==> src/rtl/picomem_arb_2_1.sv <==
// Purpose: two PicoMem masters share one slave port; the grant is held for the whole transaction.
// Latency: a request seen in cycle N reaches the slave in N+1; completion returns to the master combinationally.
// Backpressure: a waiting master holds valid until granted and served; a hung slave is cut off by the timeout.
module picomem_arb_2_1 #(
    parameter int unsigned PRIORITY       = 0,
    parameter int unsigned TIMEOUT_CYCLES = 1023,
    parameter logic [31:0] ERR_RDATA      = 32'hDEAD_BEEF
) (
    input  logic        clk,
    input  logic        reset,

    input  logic        picom0_valid,
    output logic        picom0_ready,
    input  logic [31:0] picom0_addr,
    input  logic [31:0] picom0_wdata,
    input  logic [3:0]  picom0_wstrb,
    output logic [31:0] picom0_rdata,

    input  logic        picom1_valid,
    output logic        picom1_ready,
    input  logic [31:0] picom1_addr,
    input  logic [31:0] picom1_wdata,
    input  logic [3:0]  picom1_wstrb,
    output logic [31:0] picom1_rdata,

    output logic        picos_valid,
    input  logic        picos_ready,
    output logic [31:0] picos_addr,
    output logic [31:0] picos_wdata,
    output logic [3:0]  picos_wstrb,
    input  logic [31:0] picos_rdata,

    output logic [1:0]  grant,
    output logic        timeout_pulse
);

    typedef enum logic [1:0] {
        ST_IDLE  = 2'b00,
        ST_BUSY0 = 2'b01,
        ST_BUSY1 = 2'b10
    } state_t;

    // Timeout limit lives in a 16-bit counter; a limit of zero turns the watchdog off.
    localparam logic [15:0] TMO_LIMIT  = 16'(TIMEOUT_CYCLES);
    localparam bit          TMO_ENABLE = (TIMEOUT_CYCLES != 0);
    localparam bit          FIXED_PRIO = (PRIORITY != 0);

    state_t      r_state;
    state_t      w_state_nxt;
    logic        r_last_m1;      // 1 when master 1 was the most recent owner
    logic [15:0] r_cnt;          // BUSY cycles spent waiting on the slave

    logic        w_busy;
    logic        w_sel_m1;
    logic        w_own_valid;
    logic        w_pick_m1;
    logic        w_tmo_hit;
    logic        w_timeout;
    logic        w_end;

    assign w_busy      = (r_state != ST_IDLE);
    assign w_sel_m1    = (r_state == ST_BUSY1);
    assign w_own_valid = w_sel_m1 ? picom1_valid : picom0_valid;

    // The limit cycle suppresses the slave request regardless of picos_ready, so
    // picos_valid never depends combinationally on picos_ready.
    assign w_tmo_hit   = TMO_ENABLE && w_busy && (r_cnt == TMO_LIMIT);

    // A real slave completion on the limit cycle beats the timeout.
    assign w_timeout   = w_tmo_hit && w_own_valid && !picos_ready;

    // Transaction ends on completion, timeout, or the owner abandoning its request.
    assign w_end       = w_busy && (picos_ready || !w_own_valid || w_timeout);

    // Arbitration between simultaneous requests seen while idle.
    always_comb begin
        w_pick_m1 = 1'b0;
        if (picom0_valid && picom1_valid) begin
            w_pick_m1 = FIXED_PRIO ? 1'b0 : !r_last_m1;
        end else begin
            w_pick_m1 = picom1_valid;
        end
    end

    // State register: owner of the slave port.
    always_ff @(posedge clk or posedge reset) begin
        if (reset) begin
            r_state <= ST_IDLE;
        end else begin
            r_state <= w_state_nxt;
        end
    end

    // Next-state: grant on any request, release at the end of the transaction.
    always_comb begin
        w_state_nxt = r_state;
        case (r_state)
            ST_IDLE: begin
                if (picom0_valid || picom1_valid) begin
                    w_state_nxt = w_pick_m1 ? ST_BUSY1 : ST_BUSY0;
                end
            end
            ST_BUSY0, ST_BUSY1: begin
                if (w_end) begin
                    w_state_nxt = ST_IDLE;
                end
            end
            default: w_state_nxt = ST_IDLE;
        endcase
    end

    // Round-robin history and watchdog counter.
    always_ff @(posedge clk or posedge reset) begin
        if (reset) begin
            r_last_m1 <= 1'b1;
            r_cnt     <= 16'd0;
        end else begin
            if ((r_state == ST_IDLE) && (w_state_nxt != ST_IDLE)) begin
                r_last_m1 <= (w_state_nxt == ST_BUSY1);
            end
            if (!w_busy || w_end) begin
                r_cnt <= 16'd0;
            end else if (TMO_ENABLE) begin
                r_cnt <= r_cnt + 16'd1;
            end
        end
    end

    // Outputs: forward the owner's request to the slave and the slave's response to the owner.
    always_comb begin
        grant         = {r_state == ST_BUSY1, r_state == ST_BUSY0};
        picos_valid   = 1'b0;
        picos_addr    = 32'd0;
        picos_wdata   = 32'd0;
        picos_wstrb   = 4'd0;
        picom0_ready  = 1'b0;
        picom0_rdata  = 32'd0;
        picom1_ready  = 1'b0;
        picom1_rdata  = 32'd0;
        timeout_pulse = w_timeout;
        case (r_state)
            ST_BUSY0: begin
                picos_valid  = picom0_valid && !w_tmo_hit;
                picos_addr   = picom0_addr;
                picos_wdata  = picom0_wdata;
                picos_wstrb  = picom0_wstrb;
                picom0_ready = picos_ready || w_timeout;
                picom0_rdata = w_timeout ? ERR_RDATA : picos_rdata;
            end
            ST_BUSY1: begin
                picos_valid  = picom1_valid && !w_tmo_hit;
                picos_addr   = picom1_addr;
                picos_wdata  = picom1_wdata;
                picos_wstrb  = picom1_wstrb;
                picom1_ready = picos_ready || w_timeout;
                picom1_rdata = w_timeout ? ERR_RDATA : picos_rdata;
            end
            default: begin
                picos_valid  = 1'b0;
            end
        endcase
    end

endmodule

==> config.mk <==
export PLATFORM = sky130hd
export DESIGN_NAME = picomem_arb_2_1
export DESIGN_NICKNAME = d
export VERILOG_FILES = /design/src/rtl/picomem_arb_2_1.sv
export SDC_FILE = /design/constraint.sdc
export NUM_CORES = 1
export LEC_CHECK = 0
export CELL_PAD_IN_SITES_DETAIL_PLACEMENT = 2
export CELL_PAD_IN_SITES_GLOBAL_PLACEMENT = 2
export CORE_ASPECT_RATIO = 1.2
export CORE_MARGIN = 5
export CORE_UTILIZATION = 12
export CTS_CLUSTER_SIZE = 24
export DETAILED_ROUTE_END_ITERATION = 7
export GPL_TIMING_DRIVEN = 1
export PLACE_DENSITY = 0.93
export SLEW_MARGIN = 10
export SYNTH_ARGS = -nofsm -noshare
export SYNTH_HDL_FRONTEND = slang
export SYNTH_SLANG_ARGS = --single-unit
export TNS_END_PERCENT = 100
==> constraint.sdc <==
create_clock -name clk -period 4.5 [get_ports clk]
set_clock_uncertainty 0.15 [all_clocks]
set_input_delay 0.9 -clock clk [delete_from_list [all_inputs] [get_ports clk]]
set_output_delay 0.9 -clock clk [all_outputs]
set_load 0.1 [all_outputs]
==> metrics.md <==
| Metric | Value |
|---|---|
| CP cell instances | `inv_1, ha_2, or4_1, or4_1, or3_1, inv_8, o21a_1, buf_12` |
| Row cnt | `59` |
| Max-cap check violation count | `0` |
| Core area | `0.0217 mm^2` |
| Critical path endpoint category | `output port` |
| Die area | `0.0252 mm^2` |
| Pwr dens | `792 mW/mm^2` |
| Clock network fraction of total power | `3.6%` |
| Switching component of the power | `3.53 mW` |
| Final setup viols | `0` |
| Clk sinks | `19` |
| Num ports | `311` |
| DRT Wirelength | `18.8 mm` |
| Warnings from Yosys | `0` |
| Commonest non-fill, non-tap cell in the layout | `clkdlybuf4s50_1` |
| Crit path depth | `8` |
| Per-cell routed wire length | `20.7 um` |
| Initial core utilization | `12.2%` |
| Syn Std Cell Area | `0.00265 mm^2` |
| Peak supply drop | `577 uV` |
| Cell at the slowest stage of the critical path | `or4_1` |
| Largest net degree at the start of global routing | `103` |
| # DRC | `0` |
| Slew @ Worst Pin | `752 ps` |
| Worst Hold Depth | `1` |
| Pre-antenna DRT Iters | `4` |
| Synth Area in Compound Gates | `36.0%` |
| Synth cell types | `40` |
| Chip height | `173 um` |
| Min Clock Period, post-route | `4330 ps` |
| Critical path arrival | `3280 ps` |
| Clock Tree Root | `clkbuf_16` |
| XOR/XNOR Fraction of Synth Area | `4.62%` |
| Mux cell area share after synthesis | `0.377%` |
| Largest delay share family, worst path | `simple AND/OR/NAND/NOR gates` |
| Skew-Pair Late Insertion Delay | `250 ps` |
| I/O Buffers | `310` |
| Register area share after synthesis | `18.0%` |
| Reg2Reg Depth | `6` |
| Max incr delay on CP | `610 ps` |
| Switching Share | `67.9%` |
| Kind of critical path | `flop to output port` |
| Vias per cell | `4.36` |
| Final Hold Fails | `0` |
| Yosys reg bits | `19` |
| Worst Setup Start Kind | `flop` |
| Hold Buf Count CTS | `0` |
| CP most frequent cell | `or4_1` |
| Status | `finished, final reports clean` |
| Main combinational cell family by area after synthesis | `compound AO/OA/AOI/OAI gates` |
| Pleak | `2.54 nW` |
| Hold WC Path Type | `flop to flop` |
| Area grow syn2layout | `147%` |
| GRT Total Usage | `13.9%` |
| Max Root-Sink Buffers | `2` |
| Diode count | `0` |
| Post-Synthesis Cells | `353` |
| HPWL after DPL | `15.3 mm` |
| Share of layout cells above drive strength 1 | `24.2%` |
| Min Hold Slack | `380 ps` |
| Nets | `811` |
| Synth Area in Adders | `2.36%` |
| Postcts setup bufs | `0` |
| GRT Residual Overflow | `0` |
| Initial antenna violation count | `0` |
| Fmax | `0.231 GHz` |
| CTS tree | `done` |
| WP data required | `3450 ps` |
| Sequential share of power | `4.0%` |
| Synth Area per Inst | `7.51 um^2` |
| Die width | `146 um` |
| Synth Net Count | `531` |
| Final period util | `96.2%` |
| Setup TNS | `0 ps` |
| CP Buf/Inv Count | `3` |
| Iteration-0 DRC Markers | `152` |
| Fill cells | `2,407` |
| Slew headroom | `49.8%` |
| Comb pwr share | `92.4%` |
| Post-route ant nets | `0` |
| Pins Over Slew Limit | `0` |
| H-Tree Depth | `1` |
| CTS Buf Count | `3` |
| First-pass GRT wire length | `28.2 mm` |
| Most frequent cells in the layout | `clkdlybuf4s50_1, buf_4, nor2b_1` |
| Vias | `3,949` |
| Clk pin slew, worst setup/hold paths | `60 ps` |
| Simple-gate share of the synthesized area | `30.0%` |
| Vias in the first global route | `4,323` |
| Pint | `1.67 mW` |
| RSZ-0062 raised after global routing | `false` |
| Final GP Congestion | `0.771` |
| Utilization after layout | `30.2%` |
| Worst Path Max Fanout | `49` |
-- power by group through the flow --
| stage | clock network [mW] | registers [mW] | logic (mW) |
|---|---|---|---|
| global route | 0.198 | 0.213 | 4.96 |
| global placement | 0 | 0.210 | 4.78 |
| detailed placement | 0 | 0.214 | 4.85 |
| floorplan | 0 | 0.205 | 3.38 |
| CTS | 0.192 | 0.211 | 4.85 |
| finish | 0.185 | 0.210 | 4.80 |
-- synth_stat cells --
master	number	area (um^2)
inv_1	8	30.0
a32o_1	1	10.0
xor2_1	5	43.8
nand4_1	5	31.3
o21ba_2	1	10.0
nand3_1	5	25.0
nor2b_1	69	432
ha_1	5	62.6
o21bai_1	1	7.51
or4b_1	1	10.0
xnor2_1	9	78.8
o21a_1	49	368
clkbuf_2	1	5.00
nor3_1	2	10.0
nand3b_1	1	7.51
buf_2	1	5.00
nand2b_1	1	6.26
or3_1	1	6.26
clkinv_4	1	8.76
buf_8	2	30.0
o22a_1	1	8.76
mux2i_1	1	10.0
or4_1	2	15.0
a31oi_1	1	6.26
dfstp_2	1	26.3
buf_1	4	15.0
and3_1	16	100
a22oi_1	68	510
o2111a_1	1	11.3
nor4_1	5	31.3
a21o_1	1	7.51
and2_1	2	12.5
clkbuf_1	28	105
buf_4	4	30.0
o21ai_0	2	10.0
dfrtp_1	18	450
nor2_1	20	75.1
and4_1	1	8.76
a21oi_1	1	5.00
nand2_1	7	26.3
-- sequential cells by signal, summed over array words and instances, names as in the netlist --
signal	cells
r_state	2
r_last_m1	1
r_cnt	16
-- path summary, 6_finish.rpt --
path	start	end	slack (ps)
worst max register to register	r_state[0]	r_cnt[2]	1700
worst min register to register	r_last_m1	r_last_m1	380
worst min-delay path	r_last_m1	r_last_m1	380
min in group asynchronous	reset	r_cnt[12]	930
max in group asynchronous	reset	r_cnt[6]	2790
worst max-delay path	r_state[0]	picom1_rdata[5]	170
-- worst register-to-register path: stages (launching register included) --
cell and delay, ps:
dfrtp_1 460, inv_1 150, ha_2 240, or4_1 390, or4_1 610, nand3b_1 530, nor2_1 120
-- stage by stage --
step / worst slack (ps) / cell area [um^2] / cells / total power, mW
2_1_floorplan: 71.0 / 2650 / 353 / 3.59
3_3_place_gp: 563 / 6480 / 902 / 4.99
3_5_place_dp: 423 / 6480 / 902 / 5.06
4_1_cts: 142 / 6560 / 906 / 5.25
5_1_grt: 11.4 / 6560 / 906 / 5.37
6_report: 171 / 6560 / 906 / 5.19
-- area by class of cell --
cell class                 count  area [um^2]  area share (%)
timing repair buffer         315         3650            55.6
tap                          274          343            5.23
clock buffer                   3         75.1            1.14
inverter                       9         41.3           0.629
multi-input combinational    285         1970            30.1
sequential                    19          477            7.27
clock inverter                 1         5.00          0.0763
-- timing repair --
action / 4_1_cts / 5_1_grt
gates resized for setup: 0 / 2
hold endpoints to repair: 0 / 0
endpoints found under the setup margin: 0 / 1
-- cell families after synthesis --
family          Yosys count
simple gates            138
compound gates          127
buf+inv                  49
flops                    19
xor+xnor                 14
fa+ha+maj                 5
mux                       1
-- metal layers --
| layer | vias up | global-route usage [%] | wire length [um] |
|---|---|---|---|
| met5 | - | 0 | 0 |
| met4 | 0 | 2.29 | 345 |
| met3 | 16 | 2.83 | 1040 |
| met2 | 166 | 27.5 | 10400 |
| met1 | 1928 | 15.2 | 6980 |
| li1 | 1839 | - | - |
No activity file was read; power rests on OpenSTA's default activity.
